**src/rtl/ps2_scancode_decoder.sv**
```systemverilog
// PS/2 set-2 scan code decoder: pops bytes from an upstream FIFO, tracks
// make/break/extended prefixes and modifier state, and emits ASCII for mapped keys.
module ps2_scancode_decoder #(
    parameter int CNT_W = 8
) (
    input  logic             fpga_clk,
    input  logic             reset,
    input  logic [7:0]       kb_data,
    input  logic             kb_ready,
    input  logic             kb_overflow,
    output logic             kb_read,
    output logic [7:0]       ascii,
    output logic             ascii_valid,
    output logic [7:0]       key_code,
    output logic             key_down,
    output logic             extended,
    output logic             shift,
    output logic             caps,
    output logic [CNT_W-1:0] press_count,
    output logic             overflow_seen
);

    typedef enum logic [1:0] {ST_IDLE, ST_POP, ST_PROC} state_t;

    state_t           r_state, w_state_next;
    logic [7:0]       r_byte, w_byte_next;
    logic             r_ext_pend, w_ext_pend_next;
    logic             r_brk_pend, w_brk_pend_next;
    logic             r_shift_l, w_shift_l_next;
    logic             r_shift_r, w_shift_r_next;
    logic             r_caps, w_caps_next;
    logic             r_caps_held, w_caps_held_next;
    logic [7:0]       r_key_code, w_key_code_next;
    logic             r_key_down, w_key_down_next;
    logic             r_extended, w_extended_next;
    logic [7:0]       r_ascii, w_ascii_next;
    logic             r_ascii_valid, w_ascii_valid_next;
    logic [CNT_W-1:0] r_press_count, w_press_count_next;
    logic             r_overflow_seen, w_overflow_seen_next;
    logic             w_kb_read;
    logic [7:0]       w_letter;
    logic [7:0]       w_other;

    // Lowercase ASCII for letter keys, 0 when the code is not a letter.
    function automatic logic [7:0] f_letter(input logic [7:0] code);
        case (code)
            8'h1C: f_letter = 8'h61;  8'h32: f_letter = 8'h62;
            8'h21: f_letter = 8'h63;  8'h23: f_letter = 8'h64;
            8'h24: f_letter = 8'h65;  8'h2B: f_letter = 8'h66;
            8'h34: f_letter = 8'h67;  8'h33: f_letter = 8'h68;
            8'h43: f_letter = 8'h69;  8'h3B: f_letter = 8'h6A;
            8'h42: f_letter = 8'h6B;  8'h4B: f_letter = 8'h6C;
            8'h3A: f_letter = 8'h6D;  8'h31: f_letter = 8'h6E;
            8'h44: f_letter = 8'h6F;  8'h4D: f_letter = 8'h70;
            8'h15: f_letter = 8'h71;  8'h2D: f_letter = 8'h72;
            8'h1B: f_letter = 8'h73;  8'h2C: f_letter = 8'h74;
            8'h3C: f_letter = 8'h75;  8'h2A: f_letter = 8'h76;
            8'h1D: f_letter = 8'h77;  8'h22: f_letter = 8'h78;
            8'h35: f_letter = 8'h79;  8'h1A: f_letter = 8'h7A;
            default: f_letter = 8'h00;
        endcase
    endfunction

    // Digits and control keys; these ignore shift and caps.
    function automatic logic [7:0] f_other(input logic [7:0] code);
        case (code)
            8'h45: f_other = 8'h30;  8'h16: f_other = 8'h31;
            8'h1E: f_other = 8'h32;  8'h26: f_other = 8'h33;
            8'h25: f_other = 8'h34;  8'h2E: f_other = 8'h35;
            8'h36: f_other = 8'h36;  8'h3D: f_other = 8'h37;
            8'h3E: f_other = 8'h38;  8'h46: f_other = 8'h39;
            8'h29: f_other = 8'h20;  8'h5A: f_other = 8'h0D;
            8'h66: f_other = 8'h08;
            default: f_other = 8'h00;
        endcase
    endfunction

    assign w_letter = f_letter(r_byte);
    assign w_other  = f_other(r_byte);

    always_ff @(posedge fpga_clk) begin
        if (!reset) begin
            r_state         <= ST_IDLE;
            r_byte          <= 8'h00;
            r_ext_pend      <= 1'b0;
            r_brk_pend      <= 1'b0;
            r_shift_l       <= 1'b0;
            r_shift_r       <= 1'b0;
            r_caps          <= 1'b0;
            r_caps_held     <= 1'b0;
            r_key_code      <= 8'h00;
            r_key_down      <= 1'b0;
            r_extended      <= 1'b0;
            r_ascii         <= 8'h00;
            r_ascii_valid   <= 1'b0;
            r_press_count   <= '0;
            r_overflow_seen <= 1'b0;
        end else begin
            r_state         <= w_state_next;
            r_byte          <= w_byte_next;
            r_ext_pend      <= w_ext_pend_next;
            r_brk_pend      <= w_brk_pend_next;
            r_shift_l       <= w_shift_l_next;
            r_shift_r       <= w_shift_r_next;
            r_caps          <= w_caps_next;
            r_caps_held     <= w_caps_held_next;
            r_key_code      <= w_key_code_next;
            r_key_down      <= w_key_down_next;
            r_extended      <= w_extended_next;
            r_ascii         <= w_ascii_next;
            r_ascii_valid   <= w_ascii_valid_next;
            r_press_count   <= w_press_count_next;
            r_overflow_seen <= w_overflow_seen_next;
        end
    end

    always_comb begin
        w_state_next         = r_state;
        w_byte_next          = r_byte;
        w_ext_pend_next      = r_ext_pend;
        w_brk_pend_next      = r_brk_pend;
        w_shift_l_next       = r_shift_l;
        w_shift_r_next       = r_shift_r;
        w_caps_next          = r_caps;
        w_caps_held_next     = r_caps_held;
        w_key_code_next      = r_key_code;
        w_key_down_next      = r_key_down;
        w_extended_next      = r_extended;
        w_ascii_next         = r_ascii;
        w_ascii_valid_next   = 1'b0;
        w_press_count_next   = r_press_count;
        w_overflow_seen_next = r_overflow_seen | kb_overflow;
        w_kb_read            = 1'b0;

        case (r_state)
            ST_IDLE: begin
                if (kb_ready) w_state_next = ST_POP;
            end
            ST_POP: begin
                w_kb_read    = 1'b1;
                w_byte_next  = kb_data;
                w_state_next = ST_PROC;
            end
            ST_PROC: begin
                w_state_next = ST_IDLE;
                if (r_byte == 8'hE0) begin
                    w_ext_pend_next = 1'b1;
                end else if (r_byte == 8'hF0) begin
                    w_brk_pend_next = 1'b1;
                end else begin
                    w_ext_pend_next = 1'b0;
                    w_brk_pend_next = 1'b0;
                    if (!r_brk_pend) begin
                        w_key_code_next = r_byte;
                        w_extended_next = r_ext_pend;
                        w_key_down_next = 1'b1;
                        // A held key re-sending its code is typematic, not a new press.
                        if (!(r_key_down && r_byte == r_key_code))
                            w_press_count_next = r_press_count + {{(CNT_W-1){1'b0}}, 1'b1};
                        if (!r_ext_pend && r_byte == 8'h12) w_shift_l_next = 1'b1;
                        if (!r_ext_pend && r_byte == 8'h59) w_shift_r_next = 1'b1;
                        if (r_byte == 8'h58) begin
                            if (!r_caps_held) w_caps_next = ~r_caps;
                            w_caps_held_next = 1'b1;
                        end
                        if (!r_ext_pend && w_letter != 8'h00) begin
                            w_ascii_valid_next = 1'b1;
                            w_ascii_next = ((r_shift_l | r_shift_r) ^ r_caps)
                                           ? (w_letter - 8'h20) : w_letter;
                        end else if (!r_ext_pend && w_other != 8'h00) begin
                            w_ascii_valid_next = 1'b1;
                            w_ascii_next       = w_other;
                        end
                    end else begin
                        if (r_byte == r_key_code && r_ext_pend == r_extended)
                            w_key_down_next = 1'b0;
                        if (!r_ext_pend && r_byte == 8'h12) w_shift_l_next = 1'b0;
                        if (!r_ext_pend && r_byte == 8'h59) w_shift_r_next = 1'b0;
                        if (r_byte == 8'h58) w_caps_held_next = 1'b0;
                    end
                end
            end
            default: w_state_next = ST_IDLE;
        endcase
    end

    assign kb_read       = w_kb_read;
    assign ascii         = r_ascii;
    assign ascii_valid   = r_ascii_valid;
    assign key_code      = r_key_code;
    assign key_down      = r_key_down;
    assign extended      = r_extended;
    assign shift         = r_shift_l | r_shift_r;
    assign caps          = r_caps;
    assign press_count   = r_press_count;
    assign overflow_seen = r_overflow_seen;

endmodule

```
**config.mk**
```make
export PLATFORM = sky130hd
export DESIGN_NAME = ps2_scancode_decoder
export DESIGN_NICKNAME = d
export VERILOG_FILES = /design/src/rtl/ps2_scancode_decoder.sv
export SDC_FILE = /design/constraint.sdc
export NUM_CORES = 1
export LEC_CHECK = 0
export CELL_PAD_IN_SITES_DETAIL_PLACEMENT = 1
export CELL_PAD_IN_SITES_GLOBAL_PLACEMENT = 2
export CORE_AREA = 2 2 106 108
export CTS_CLUSTER_DIAMETER = 200
export CTS_CLUSTER_SIZE = 25
export DETAILED_ROUTE_END_ITERATION = 10
export DIE_AREA = 0 0 108 110
export GPL_ROUTABILITY_DRIVEN = 0
export GPL_TIMING_DRIVEN = 1
export PLACE_DENSITY = 0.84
export SYNTH_ARGS = -nofsm -noshare
export SYNTH_HDL_FRONTEND = slang
export SYNTH_SLANG_ARGS = --single-unit
```
**constraint.sdc**
```tcl
create_clock -name fpga_clk -period 2.2 [get_ports fpga_clk]
set_input_delay 0.44 -clock fpga_clk [delete_from_list [all_inputs] [get_ports fpga_clk]]
set_output_delay 0.44 -clock fpga_clk [all_outputs]
set_load 0.05 [all_outputs]
```
* After elaboration in Yosys (flattened, before gate mapping)
Memory sizes are Yosys's and may differ from the RTL's. A register that Yosys moved wholly into a read port is not among the register bits. Index checks and enable logic that the tools add are counted.
Storage, ports and cells: output and inout bits 31, bits in registers 44, logic and storage cells 102, bits of input ports 12, ROM bits 896, memories kept 1
Cells by class: equal/unequal tests 25, muxes and demuxes 26, bitwise gates (word level) 11, add/subtract/negate cells 2, reduce and logical (&&, ||, !) cells 22
Memories:
- (no name shown) | depth 128, bits a word 7, read ports 1, clocked after memory_dff 1, write ports 0, RTL line 46 | case (code)
Operator list (count):
- 6-bit one-hot mux with 13 select lines | 1
- 8-bit by 6-bit == test with 1-bit output, second input constant | 7
- 8-bit by 7-bit == test with 1-bit output, second input constant | 6
- 8-bit 2-to-1 mux | 4
- 8-bit by 5-bit == test with 1-bit output, second input constant | 3
- 4-bit AND reduction | 5
- 1-bit 2-to-1 mux | 17
- 8-bit == test, second input constant | 2
- 8-bit nonzero test | 2
- 7-bit 2-to-1 mux | 2
- 5-bit AND reduction | 2
- 8-bit by 1-bit adder with 8-bit output, second input constant | 1
- 8-bit == test | 1
- 1-bit inverter | 8
- 8-bit by 6-bit subtractor with 8-bit output, second input constant | 1
- 1-bit logical AND | 6
- 6-bit AND reduction | 1
- 5-bit OR reduction | 1
- 2-bit inequality test, second input constant | 2
- 2-bit one-hot mux with 2 select lines | 1
- 2-bit AND reduction | 2
- 2-bit by 1-bit == test with 1-bit output, second input constant | 1
- 2-bit == test, second input constant | 1
- 2-bit zero test | 1
- 7 further kinds | 8

* Depth between registers and ports, before layout
depth after elaboration 6, mapped depth 11, mapped depth without buffers 9

* Worst setup path after synthesis
OpenSTA, ideal clock, no wires.
path type flip-flop to flip-flop, start reg r_state[0], end reg (tool-made name), path slack -0.104 ns, clock period less this slack 2.304 ns, stages on the path, launching flop included 11, setup time 0.120 ns, arrival 2.184 ns, cells stage by stage dfxtp_1 -> nor2b_1 -> buf_6 -> buf_4 -> mux2i_1 -> nor2_1 -> inv_1 -> ha_1 -> mux2_2 -> a311oi_1 -> o2bb2ai_1
RTL lines:
- start: declaration | RTL line 25 | state_t r_state, w_state_next;
- start signal: assignment | RTL line 99 | r_state <= w_state_next;

==> impl_metrics.toml <==
[logic_synthesis]
syn_inst = 370
synth.avg_cell_area_um2 = 8.25
ys_types = 68
synth-async-reset-ratio_pct = 0
yosysSeqAreaShare_pct = 32.8
synth_fp_nets = 392
synth_ff_type = "dfxtp_1"
ys_ff_latch = 50
syn_area_mm2 = 0.00305
synth_edf_count = 0
ys_warn_count = 0

[setup_path]
path_class = "register to register"
startpoint = "r_state[0]"
cp.arrival_ps = 2330
slowest_delay_ps = 330
critPathTopFamily = "multiplexers"
path_cells = "nor2b_2, buf_6, mux2i_2, nand2b_4, inv_1, ha_2, mux2_2, a311oi_2, o2bb2ai_1"
r2r-start = "r_state[0]"
cp_max_fo = 6
critical_path_buf_inv_count = 2
critPathCaptureType = "register"
critPathLaunchType = "register"
crit_required_ps = 2410
cpMaxStageDelayCell = "dfxtp_1"

[placement]
hpwl_mm = 7.00
portBuffers = 42
pre_cts_ws_ps = -354

[grt]
grt_start_max_net_pins = 24
grt_remaining_overflow = 0
grt_pass1_wl_mm = 15.6
track_usage_pct = 16.4
antenna_found_initial = 0
grt_pass1_vias = 3125

[clocking]
clockBufferDepth = 2
tritoncts = "done"
insertion_delay_ps = 310
cts-root-buf = "clkbuf_8"
clk_pin_slew_ps = 100
hold_buffers = 0
htreeDepth = 2
clock-sinks = 50
cts_buffers = 5

[routing]
dr.first_iter.drc_count = 118
drt-total-wl_mm = 9.62
wire_per_inst_um = 16.3
drt-pass1-iter-count = 4
route.detailed.drc = 0
post_drt_via_cell_ratio = 5.11
antenna_left = 0
vias = 3013

[sta]
relSlewSlack_pct = 53.2
fin_skew_ps = 7.82
timing.fmax_mhz = 471
period_share_pct = 96.6
hold_viol = 0
setup_slack_ps = 75.1
finalSetupViolCount = 0
period_needed_ps = 2120
worstMarginPinSlew_ps = 695
maxSlewViolCount = 0

[run]
drv_cap = 0

[hold_path]
hold_path_class = "register to register"
hold_start = "r_shift_r"

[floorplan]
num_rows = 38
die-height_um = 110
boundaryPins = 43
die_w_um = 108
start_util_pct = 28.5
die_area_mm2 = 0.0119
coreArea_mm2 = 0.0107

[outcome]
status = "complete, no violations"

[power_and_ir_drop]
leakagePower_nw = 1.68
vdd_drop_max_mv = 0.257
power_density_mw_per_mm2 = 463

[layout]
final_common_cell = "buf_4"
drive_gt1_share_pct = 23.8
final_cell_mix = "buf_4 (49), dfxtp_1 (47), nor2_1 (44), clkdlybuf4s50_1 (41), nand2_1 (31)"
nNetsFinal = 471
post-route-util_pct = 39.1
area_growth_pct = 37.2
num_antenna_cells = 0
[area by class of cell]
cell class | count | area (µm²)
Fill cell | 1278 | 6510
Multi-Input combinational cell | 285 | 2020
Sequential cell | 50 | 1000
Timing Repair Buffer | 94 | 845
Tap cell | 140 | 175
Clock buffer | 5 | 68.8
Inverter | 13 | 51.3
Clock inverter | 3 | 21.3
[layer usage]
layer | part of all wire (%) | GRT usage, % | wire length (µm)
met5 | 0 | 0 | 0
met2 | 49 | 28.3 | 4700
met1 | 46 | 20.6 | 4440
met4 | 2.4 | 6.41 | 234
met3 | 2.6 | 2.47 | 248
[worst register-to-register path: stages (launching register included)]
cell and delay (ps):
dfxtp_1 330, nor2b_2 160, buf_6 160, mux2i_2 220
nand2b_4 190, inv_1 70, ha_2 230, mux2_2 280
a311oi_2 290, o2bb2ai_1 90
[synth_stat cells (all sizes together), types with 2 or more instances]
| cell | number | area share, % |
|---|---|---|
| a211o | 2 | 0.57 |
| a211oi | 2 | 0.49 |
| a21oi | 20 | 3.3 |
| a311oi | 3 | 1.1 |
| a31oi | 5 | 1.0 |
| a32oi | 2 | 0.57 |
| and2 | 2 | 0.41 |
| and3 | 2 | 0.41 |
| buf | 15 | 2.7 |
| clkbuf | 7 | 0.86 |
| dfxtp | 50 | 33 |
| ha | 10 | 4.1 |
| inv | 12 | 1.6 |
| mux2 | 4 | 1.7 |
| mux2i | 27 | 9.0 |
| nand2 | 32 | 4.5 |
| nand2b | 11 | 2.6 |
| nand3 | 16 | 2.6 |
| nand3b | 3 | 0.74 |
| nand4 | 5 | 1.0 |
| nor2 | 48 | 6.1 |
| nor2b | 5 | 1.0 |
| nor3 | 10 | 2.0 |
| nor4 | 5 | 1.0 |
| o2111ai | 2 | 0.57 |
| o211ai | 5 | 1.2 |
| o21ai | 15 | 2.5 |
| o22ai | 3 | 0.61 |
| o41ai | 2 | 0.82 |
| or2 | 3 | 0.61 |
| or3 | 2 | 0.41 |
| or3b | 2 | 0.57 |
| xnor2 | 5 | 1.4 |
| xor2 | 15 | 4.3 |
[logic make-up (layout without fill, tap and decap cells)]
family / count (synthesis) / after routing / synth area share, %
AND/OR/NAND/NOR: 149 / 149 / 24.8
AO/OA/AOI/OAI: 75 / 75 / 16.6
flip-flops: 50 / 50 / 32.8
buffers and inverters: 35 / 115 / 5.25
multiplexers: 31 / 31 / 10.7
XOR/XNOR: 20 / 20 / 5.74
adder cells (fa/ha/maj): 10 / 10 / 4.10
[through the flow]
step	area [µm²]	hold WS [ps]	instances	setup TNS, ps	total power, mW
final	4190	464	590	0	1.94
after global routing	4190	489	590	-19.6	2.04
after CTS	4030	471	585	-13.4	1.92
after detailed placement	3910	455	575	-1660	1.35
after global placement	3910	443	575	-1030	1.34
after floorplan	3070	422	370	0	1.20
[repair_timing]
action | 4_1_cts | 5_1_grt
buffers inserted | 2 | 5
setup endpoints to repair | 5 | 13
pin swaps | 0 | 6
resized for setup | 3 | 35
[worst paths after layout]
kind	endpoint	slack, ps	cells past startpoint
worst max-delay path	register	80	9
worst min-delay path	r_shift_r	460	2
worst max register to register	register	80	9
worst min register to register	r_shift_r	460	2
[power breakdown]
group | total (mW) | internal [mW] | switching, mW | leakage, nW
logic | 0.425 | 0.190 | 0.235 | 1.23
registers | 0.955 | 0.923 | 0.0316 | 0.406
clock network | 0.559 | 0.224 | 0.334 | 0.0441
No activity file was read; power rests on OpenSTA's default activity.
